$ cat src/rtl/vga_sync.sv
// vga_sync -- pixel-timing generator for the VGA display path.
//
// Divides the board clock down to a pixel-rate strobe, runs the horizontal
// and vertical position counters and produces registered sync / visible
// decodes that always describe the x/y currently on the outputs.
//
// Ports:
//   Clock       in  1        single clock, all state on its rising edge
//   reset       in  1        synchronous, active-high
//   pixel_en    out 1        one-clock strobe in the last clock of each pixel
//   x           out COUNT_W  horizontal position, 0..H_TOTAL-1
//   y           out COUNT_W  vertical position,   0..V_TOTAL-1
//   visible     out 1        (x,y) inside the visible area
//   hsync       out 1        horizontal sync, SYNC_ACTIVE when asserted
//   vsync       out 1        vertical sync,   SYNC_ACTIVE when asserted
//   frame_start out 1        pixel_en of pixel (0,0), once per frame
module vga_sync #(
  parameter int   CLK_DIV     = 2,
  parameter int   H_VISIBLE   = 640,
  parameter int   H_FRONT     = 16,
  parameter int   H_SYNC      = 96,
  parameter int   H_BACK      = 48,
  parameter int   V_VISIBLE   = 480,
  parameter int   V_FRONT     = 10,
  parameter int   V_SYNC      = 2,
  parameter int   V_BACK      = 33,
  parameter logic SYNC_ACTIVE = 1'b0,
  parameter int   COUNT_W     = 10
) (
  input  logic               Clock,
  input  logic               reset,
  output logic               pixel_en,
  output logic [COUNT_W-1:0] x,
  output logic [COUNT_W-1:0] y,
  output logic               visible,
  output logic               hsync,
  output logic               vsync,
  output logic               frame_start
);

  localparam int H_TOTAL = H_VISIBLE + H_FRONT + H_SYNC + H_BACK;
  localparam int V_TOTAL = V_VISIBLE + V_FRONT + V_SYNC + V_BACK;
  // A one-bit divider is kept even for CLK_DIV=1 so the logic stays uniform;
  // it simply never leaves 0.
  localparam int DIV_W   = (CLK_DIV > 1) ? $clog2(CLK_DIV) : 1;

  localparam logic [DIV_W-1:0]   DIV_LAST = DIV_W'(CLK_DIV - 1);
  localparam logic [COUNT_W-1:0] H_LAST   = COUNT_W'(H_TOTAL - 1);
  localparam logic [COUNT_W-1:0] V_LAST   = COUNT_W'(V_TOTAL - 1);
  localparam logic [COUNT_W-1:0] H_VIS    = COUNT_W'(H_VISIBLE);
  localparam logic [COUNT_W-1:0] V_VIS    = COUNT_W'(V_VISIBLE);
  localparam logic [COUNT_W-1:0] HS_BEG   = COUNT_W'(H_VISIBLE + H_FRONT);
  localparam logic [COUNT_W-1:0] HS_END   = COUNT_W'(H_VISIBLE + H_FRONT + H_SYNC);
  localparam logic [COUNT_W-1:0] VS_BEG   = COUNT_W'(V_VISIBLE + V_FRONT);
  localparam logic [COUNT_W-1:0] VS_END   = COUNT_W'(V_VISIBLE + V_FRONT + V_SYNC);

  logic [DIV_W-1:0]   div, div_nxt;
  logic [COUNT_W-1:0] x_nxt, y_nxt;
  logic               vis_nxt, hs_nxt, vs_nxt;

  // Gating with reset matters only for CLK_DIV=1, where div==DIV_LAST always,
  // and for a reset landing on the last clock of a pixel.
  assign pixel_en    = ~reset & (div == DIV_LAST);
  assign frame_start = pixel_en & (x == '0) & (y == '0);

  always_comb begin
    div_nxt = (div == DIV_LAST) ? '0 : div + 1'b1;
  end

  // Next-state position; y only moves on the x wrap, so vsync can only
  // change on the clock that x returns to 0.
  always_comb begin
    x_nxt = x;
    y_nxt = y;
    if (pixel_en) begin
      if (x == H_LAST) begin
        x_nxt = '0;
        y_nxt = (y == V_LAST) ? '0 : y + 1'b1;
      end else begin
        x_nxt = x + 1'b1;
      end
    end
  end

  // Decodes are taken from the next-state position and registered alongside
  // it, so they line up with x/y without an extra pipeline stage.
  always_comb begin
    vis_nxt = (x_nxt < H_VIS) && (y_nxt < V_VIS);
    hs_nxt  = (x_nxt >= HS_BEG) && (x_nxt < HS_END);
    vs_nxt  = (y_nxt >= VS_BEG) && (y_nxt < VS_END);
  end

  always_ff @(posedge Clock) begin
    if (reset) begin
      div     <= '0;
      x       <= '0;
      y       <= '0;
      visible <= 1'b1;
      hsync   <= ~SYNC_ACTIVE;
      vsync   <= ~SYNC_ACTIVE;
    end else begin
      div     <= div_nxt;
      x       <= x_nxt;
      y       <= y_nxt;
      visible <= vis_nxt;
      hsync   <= hs_nxt ? SYNC_ACTIVE : ~SYNC_ACTIVE;
      vsync   <= vs_nxt ? SYNC_ACTIVE : ~SYNC_ACTIVE;
    end
  end

endmodule

$ cat config.mk
export PLATFORM = sky130hd
export DESIGN_NAME = vga_sync
export DESIGN_NICKNAME = d
export VERILOG_FILES = /design/src/rtl/vga_sync.sv
export SDC_FILE = /design/constraint.sdc
export NUM_CORES = 1
export LEC_CHECK = 0
export CORE_AREA = 2 2 64 66
export CTS_BUF_LIST = sky130_fd_sc_hd__clkbuf_16
export CTS_CLUSTER_SIZE = 25
export DETAILED_ROUTE_END_ITERATION = 16
export DIE_AREA = 0 0 66 68
export SYNTH_ARGS = -nofsm -noshare
export SYNTH_HDL_FRONTEND = slang
export SYNTH_SLANG_ARGS = --single-unit
$ cat constraint.sdc
create_clock -name Clock -period 3.68 [get_ports Clock]
set_input_delay 0.736 -clock Clock [delete_from_list [all_inputs] [get_ports Clock]]
set_output_delay 0.736 -clock Clock [all_outputs]
set_load 0.05 [all_outputs]
==> summary.txt, run 1 <==
Clock tree
  • Max clock buf depth: 2
  • Clk root buf: clkbuf_16
  • Clock Pin Slew Worst Setup and Hold Paths: 0.06 ns
  • Clock tree sinks: 24
  • CTS resizes: 0
  • H-tree Lvls: 1
  • TritonCTS clock tree: done
  • CTS Buf Count: 3
  • CTS Hold Bufs: 0
  • Setup Fix Bufs, Post-CTS: 0
  • Worst-Skew Late Latency: 0.26 ns

Worst setup path
  • CP required: 2.94 ns
  • WP data arrival: 2.12 ns
  • Cell repeated most along the worst path: clkdlybuf4s50_1
  • Crit-path cells: clkdlybuf4s50_1 > nor2_1 > clkdlybuf4s50_1
  • CP startpoint kind: input pin
  • Largest stage delay, worst path: 0.83 ns
  • Crit-path max FO: 2
  • Slowest stage cell, crit path: clkdlybuf4s50_1
  • CP Class: in -> out
  • Crit end category: output port

Yosys
  • Predominant post-synthesis flop cell: dfxtp_1
  • Syn Area/Cell: 8.591 um2
  • YS warnings: 0
  • Post-synth ARST share: 0%
  • Mapped Nets: 178
  • Flops & latches, synth: 24
  • Post-synth EDFFs: 0
  • Sequential area share after synthesis: 32.51%
  • Synth Instances: 172
  • Unique masters post-synth: 47
  • Leading area contributor after synthesis: dfxtp_1
  • Top cell type's share of synthesized area: 32.51%
  • Syn Std Cell Area: 1478 um2
  • Synth area leaders: dfxtp_1, nor2_1, xnor2_1

Status
  • Status: finished, final reports clean

Power
  • Clk pwr share: 51.3%
  • Pwr per Cell Area: 328.2 nW/um2
  • P_sw: 0.0001241 W
  • Peak VDD IR: 0.0001413 V
  • Comb pwr share: 5.4%
  • Leak Pwr: 0.6695 nW
  • Internal power: 0.0004911 W
  • Switching share of power: 20.17%
  • Sequential power share: 43.3%

Route
  • # DRC: 0
  • Routed vias/inst: 5.484
  • Via count: 1338
  • WL/cell: 14.69 um
  • WL final: 3585 um
  • Antenna violation net count after detailed routing: 0
  • DR iter-0 viols: 61
  • First-pass iteration count of the detailed router: 5

Die
  • Core box area: 3856 um2
  • Starting density of the core: 38.32%
  • Rows: 23
  • Chip height: 68 um
  • Die area: 4488 um2
  • Die X: 66 um
  • Io pins: 27

Timing
  • Final worst-path cycle share: 77.49%
  • Worst-margin pin slew: 0.5112 ns
  • Clk_skew: 0.004748 ns
  • Worst hold slack: 0.5320 ns
  • Hold Fails Final Rpt: 0
  • Final setup viols: 0
  • Fmax achieved: 350.7 MHz
  • Post-route minimum period: 2.852 ns
  • Slew Limit Fails: 0
  • Final setup TNS: 0 ns
  • RSZ-0062 raised after global routing: false
  • Worst relative slew slack: 65.81%

GRT
  • Total track usage: 18.89%
  • Largest net degree at the start of global routing: 19
  • GR Overflow Total: 0
  • First-pass GRT wire length: 6396 um
  • Initial antenna violation count: 0
  • Vias in the first global route: 1350

Final layout
  • Fraction of layout cells with a size suffix above 1: 10.31%
  • Finished layout cell area: 1874 um2
  • Ant. Diodes: 0
  • Layout fillers: 380
  • P&R area growth vs syn: 26.84%
  • Nets@finish: 201

Min path
  • HP Class: reg -> reg

Place
  • Buffers on Ports: 26
  • Placer congestion estimate: 0.8343
  • DP Area: 1769 um2
  • Dpl hpwl: 2648 um

Job
  • Max Cap Viol: 0
## cell families after synthesis
group	Yosys count	share of synthesized area [%]
AOI/OAI and AO/OA	16	7.028
xor gates and xnor gates	15	8.890
adders and majority gates	4	3.387
buffers and inverters	16	5.080
DFF	24	32.51
muxes	3	2.117
and+or+nand+nor	94	40.98
## cell type report
type,instances,area [um2],share of cell area [%]
sequential,24,480.5,25.63
clock inverter,1,30.03,1.602
clock buffer,3,75.07,4.005
multi-input combinational,132,922.1,49.20
inverter,7,26.28,1.402
timing repair buffer,27,277.8,14.82
tap,50,62.56,3.338
## critical path: cells and delay by family
kind	cells	cell delay (ns)
buffers and inverters	2	1.24
AND/OR/NAND/NOR	1	0.13
## stage by stage
| step | power [W] | setup WS [ns] | instances | utilization (%) |
|---|---|---|---|---|
| final | 0.0006152 | 0.8285 | 244 | 48.60 |
| after CTS | 0.0006194 | 0.8199 | 244 | 48.60 |
| after floorplan | 0.0002939 | 0.1078 | 172 | - |
| after global routing | 0.0006377 | 0.7186 | 244 | 48.60 |
| after global placement | 0.0003053 | 0.8539 | 240 | 45.88 |
| after detailed placement | 0.0003059 | 0.8202 | 240 | 45.88 |
## state kept, by name, indices dropped and copies added (netlist names)
name	flops
div	1
hsync	1
visible	1
vsync	1
x	10
y	10
## synth_stat cells (2+ instances only)
cell type / count
dfxtp_1: 24
nor4_4: 2
or3_1: 2
ha_1: 4
nor3_1: 5
mux2i_1: 2
buf_2: 3
nand3b_1: 2
nand4_1: 7
nor4_1: 4
or4_1: 2
or4b_4: 3
nor3_2: 2
nor2_1: 25
clkbuf_1: 3
o21ai_0: 3
and3_1: 2
inv_1: 7
nor2b_1: 2
nand3_1: 9
nand2_1: 14
a31oi_1: 2
xor2_1: 5
a21oi_1: 5
xnor2_1: 10
nor4_2: 2
## placed cells by master, fill, tap and decap left out, types with 3 or more instances in the layout
master           synthesis  layout
nor2_1                  25      25
clkdlybuf4s50_1          0      25
dfxtp_1                 24      24
nand2_1                 14      14
xnor2_1                 10      10
nand3_1                  9       9
inv_1                    7       7
nand4_1                  7       7
nor3_1                   5       5
xor2_1                   5       5
a21oi_1                  5       5
nor4_1                   4       4
ha_1                     4       4
or4b_4                   3       3
o21ai_0                  3       3
clkbuf_16                0       3
## per-layer routing
layer	GRT usage (%)	wire, um
met5	0	0
met4	9.439	91
met2	32.95	1762
met3	3.454	130
met1	22.38	1601
## power groups by stage
stage,sequential [W],combinational [W],clock (W)
floorplan,0.000275,0.0000187,0
global placement,0.000272,0.0000330,0
detailed placement,0.000272,0.0000334,0
CTS,0.000267,0.0000335,0.000319
global route,0.000267,0.0000362,0.000335
finish,0.000267,0.0000332,0.000315
## path summary, 6_finish.rpt
check / start / to / slack (ns) / cells after the start
hold reg to reg: y[0]$_SDFF_PP0_ / y[0]$_SDFF_PP0_ / 0.53 / 2
hold / removal: y[0]$_SDFF_PP0_ / y[0]$_SDFF_PP0_ / 0.53 / 2
setup reg to reg: y[1]$_SDFF_PP0_ / vsync$_SDFF_PP1_ / 1.49 / 6
setup / recovery: reset / pixel_en / 0.83 / 3
Power figures use the tool's default switching activity.
==> run 2, diff against run 1 <==
- clock period: 3.68 -> 2.7 ns (I/O delays scaled with it)
==> run 2 against run 1 <==
Against the previous run: non-clock buffer count is 2 higher; flip-flop and latch count stayed put; wire length fell by 2.9%; highest routed layer unchanged; clock skew fell by 0.0014 ns; core utilization rose by 1.0 points; die area stayed put; register-to-register slack lost 0.98 ns; via count fell by 0.90%; setup slack lost 0.65 ns.
==> summary.txt, run 2 (same netlist as run 1, synthesis figures left out) <==
Status
  • Status: finished, final reports clean (unchanged)

Worst setup path
  • Crit end category: output port (unchanged)
  • Largest stage delay, worst path: 0.51 ns (was 0.83 ns)
  • Reg-to-reg setup timing slack: 0.51 ns (was 1.49 ns)
  • CP startpoint kind: register (was input pin)
  • CP delay by family, top: simple AND/OR/NAND/NOR gates (was buffers and inverters)
  • Slowest stage cell, crit path: or3_1 (was clkdlybuf4s50_1)
  • Number of cells on the critical path: 4 (was 3)
  • Reg-to-Reg Start: y[0]$_SDFF_PP0_ (was y[1]$_SDFF_PP0_)
  • CP bufs+invs: 1 (was 2)
  • CP required: 2.16 ns (was 2.94 ns)
  • R2R depth: 6 (unchanged)
  • Crit-path cells: or3_1 > or4_1 > nor3_4 > buf_12 (was clkdlybuf4s50_1 > nor2_1 > clkdlybuf4s50_1)
  • R2r endpoint: vsync$_SDFF_PP1_ (unchanged)
  • CP Class: reg -> out (was in -> out)
  • WP data arrival: 1.98 ns (was 2.12 ns)
  • Crit-path max FO: 8 (was 2)

Die
  • Chip height: 68 um (unchanged)
  • Rows: 23 (unchanged)
  • Io pins: 27 (unchanged)
  • Die area: 4488 um2 (unchanged)
  • Core box area: 3856 um2 (unchanged)
  • Starting density of the core: 38.32% (unchanged)
  • Die X: 66 um (unchanged)

Timing
  • Final worst-path cycle share: 93.22%
  • Fmax achieved: 397.3 MHz
  • Clk_skew: 0.003354 ns (was 0.004748 ns)
  • Slew Limit Fails: 0 (unchanged)
  • Hold Fails Final Rpt: 0 (unchanged)
  • Worst relative slew slack: 66.46% (was 65.81%)
  • Post-route minimum period: 2.517 ns
  • Worst hold slack: 0.5316 ns (was 0.5320 ns)
  • Final setup viols: 0 (unchanged)
  • Setup ws final: 0.1832 ns (was 0.8285 ns)
  • RSZ-0062 raised after global routing: false (unchanged)
  • Final setup TNS: 0 ns (unchanged)
  • Worst-margin pin slew: 0.5015 ns (was 0.5112 ns)

Min path
  • Hold EP: y[0]$_SDFF_PP0_ (unchanged)
  • HP Class: reg -> reg (unchanged)
  • Hold_sp: y[0]$_SDFF_PP0_ (unchanged)
  • Worst hold stages: 2 (unchanged)

Place
  • Placer congestion estimate: 0.8389 (was 0.8343)
  • Pre-CTS setup slack: 0.2597 ns (was 0.8202 ns)
  • Dpl hpwl: 2664 um (was 2648 um)
  • Placed cell count: 242 (was 240)
  • Buffers on Ports: 26 (unchanged)

Power
  • Pwr per Cell Area: 438.1 nW/um2 (was 328.2 nW/um2)
  • Peak VDD IR: 0.0002822 V (was 0.0001413 V)
  • Leak Pwr: 0.6857 nW (was 0.6695 nW)

Route
  • WL final: 3482 um (was 3585 um)
  • # DRC: 0 (unchanged)
  • Antenna violation net count after detailed routing: 0 (unchanged)
  • Routed vias/inst: 5.390 (was 5.484)
  • First-pass iteration count of the detailed router: 6 (was 5)
  • WL/cell: 14.15 um (was 14.69 um)
  • Via count: 1326 (was 1338)
  • DR iter-0 viols: 62 (was 61)

Clock tree
  • Clock Pin Slew Worst Setup and Hold Paths: 0.06 ns (about the same)
  • Setup Fix Bufs, Post-CTS: 0 (unchanged)
  • TritonCTS clock tree: done (unchanged)
  • CTS Buf Count: 3 (unchanged)
  • Clk root buf: clkbuf_16 (unchanged)
  • CTS resizes: 0 (unchanged)
  • Clock tree sinks: 24 (unchanged)
  • Max clock buf depth: 2 (unchanged)
  • H-tree Lvls: 1 (unchanged)
  • Worst-Skew Late Latency: 0.26 ns (about the same)
  • CTS Hold Bufs: 0 (unchanged)

Final layout
  • P&R area growth vs syn: 29.47% (was 26.84%)
  • Fin cells: 246 (was 244)
  • Ant. Diodes: 0 (unchanged)
  • Layout fillers: 391 (was 380)
  • Multi-input gate area: 935.9 um2 (was 922.1 um2)
  • Fraction of layout cells with a size suffix above 1: 12.76% (was 10.31%)
  • Nets@finish: 203 (was 201)
  • Most frequent cells in the layout: nor2_1, dfxtp_1, clkdlybuf4s50_1, nand2_1, xnor2_1 (was nor2_1, clkdlybuf4s50_1, dfxtp_1, nand2_1, xnor2_1)
  • Biggest regs: x (10), y (10) (unchanged)
  • Storage cell area: 480.5 um2 (unchanged)

GRT
  • Most crowded layer after global routing: met2 (unchanged)
  • Initial antenna violation count: 0 (unchanged)
  • Total track usage: 17.19% (was 18.89%)
  • Met1 Usage GRT: 21.18% (was 22.38%)
  • First-pass GRT wire length: 5892 um (was 6396 um)
  • Met2 Use GR: 29.29% (was 32.95%)
  • Vias in the first global route: 1253 (was 1350)
  • Largest net degree at the start of global routing: 18 (was 19)
  • Grt met3 use: 3.125% (was 3.454%)
  • GR Overflow Total: 0 (unchanged)

Job
  • Max Cap Viol: 0 (unchanged)
[run 2: worst max path at each step]
stage	slack, ns	end	from
2_1_floorplan	0.16	frame_start	x[7]$_SDFF_PP0_
3_3_place_gp	0.28	visible$_SDFF_PP1_	reset
3_5_place_dp	0.26	visible$_SDFF_PP1_	reset
4_1_cts	0.16	frame_start	x[5]$_SDFF_PP0_
5_1_grt	0.10	frame_start	x[5]$_SDFF_PP0_
6_report	0.18	frame_start	x[5]$_SDFF_PP0_
[run 2: metal layers]
layer	vias to the layer above	part of all wire [%]	routed length (um)
li1	662	-	-
met1	624	46	1587
met5	-	0	0
met2	31	49	1691
met4	0	2.4	85
met3	9	3.4	118
[run 2: report_power, final]
| part | switching, W | internal [W] |
|---|---|---|
| logic | 0.0000289 | 0.0000196 |
| clock network | 0.000132 | 0.000295 |
| registers | 0.00000606 | 0.000357 |
| total | 0.000167 | 0.000672 |
[run 2: worst min-delay path, cell delays in order, from the launching register on]
cell,delay (ns)
dfxtp_1,0.36
nand2_1,0.07
a21oi_1,0.05
[run 2: through the flow]
stage | power (W) | area (um2) | util [%]
floorplan | 0.0004023 | 1491 | -
global placement | 0.0004193 | 1808 | 46.89
detailed placement | 0.0004197 | 1808 | 46.89
CTS | 0.0008532 | 1913 | 49.61
global route | 0.0008686 | 1913 | 49.61
finish | 0.0008382 | 1913 | 49.61
[run 2: cell type report]
cell class                      count  share of cell area, %
Clock buffer                        3                  3.924
Clock inverter                      1                  1.570
Inverter                            7                  1.373
Multi-Input combinational cell    132                  48.92
Sequential cell                    24                  25.11
Tap cell                           50                  3.270
Timing Repair Buffer               29                  15.83
==> run 3, diff against run 2 <==
- HOLD_SLACK_MARGIN: unset -> 0.03
==> results of run 3 <==
Same layout as run 2: the final DEF is identical, and so are final timing and power.
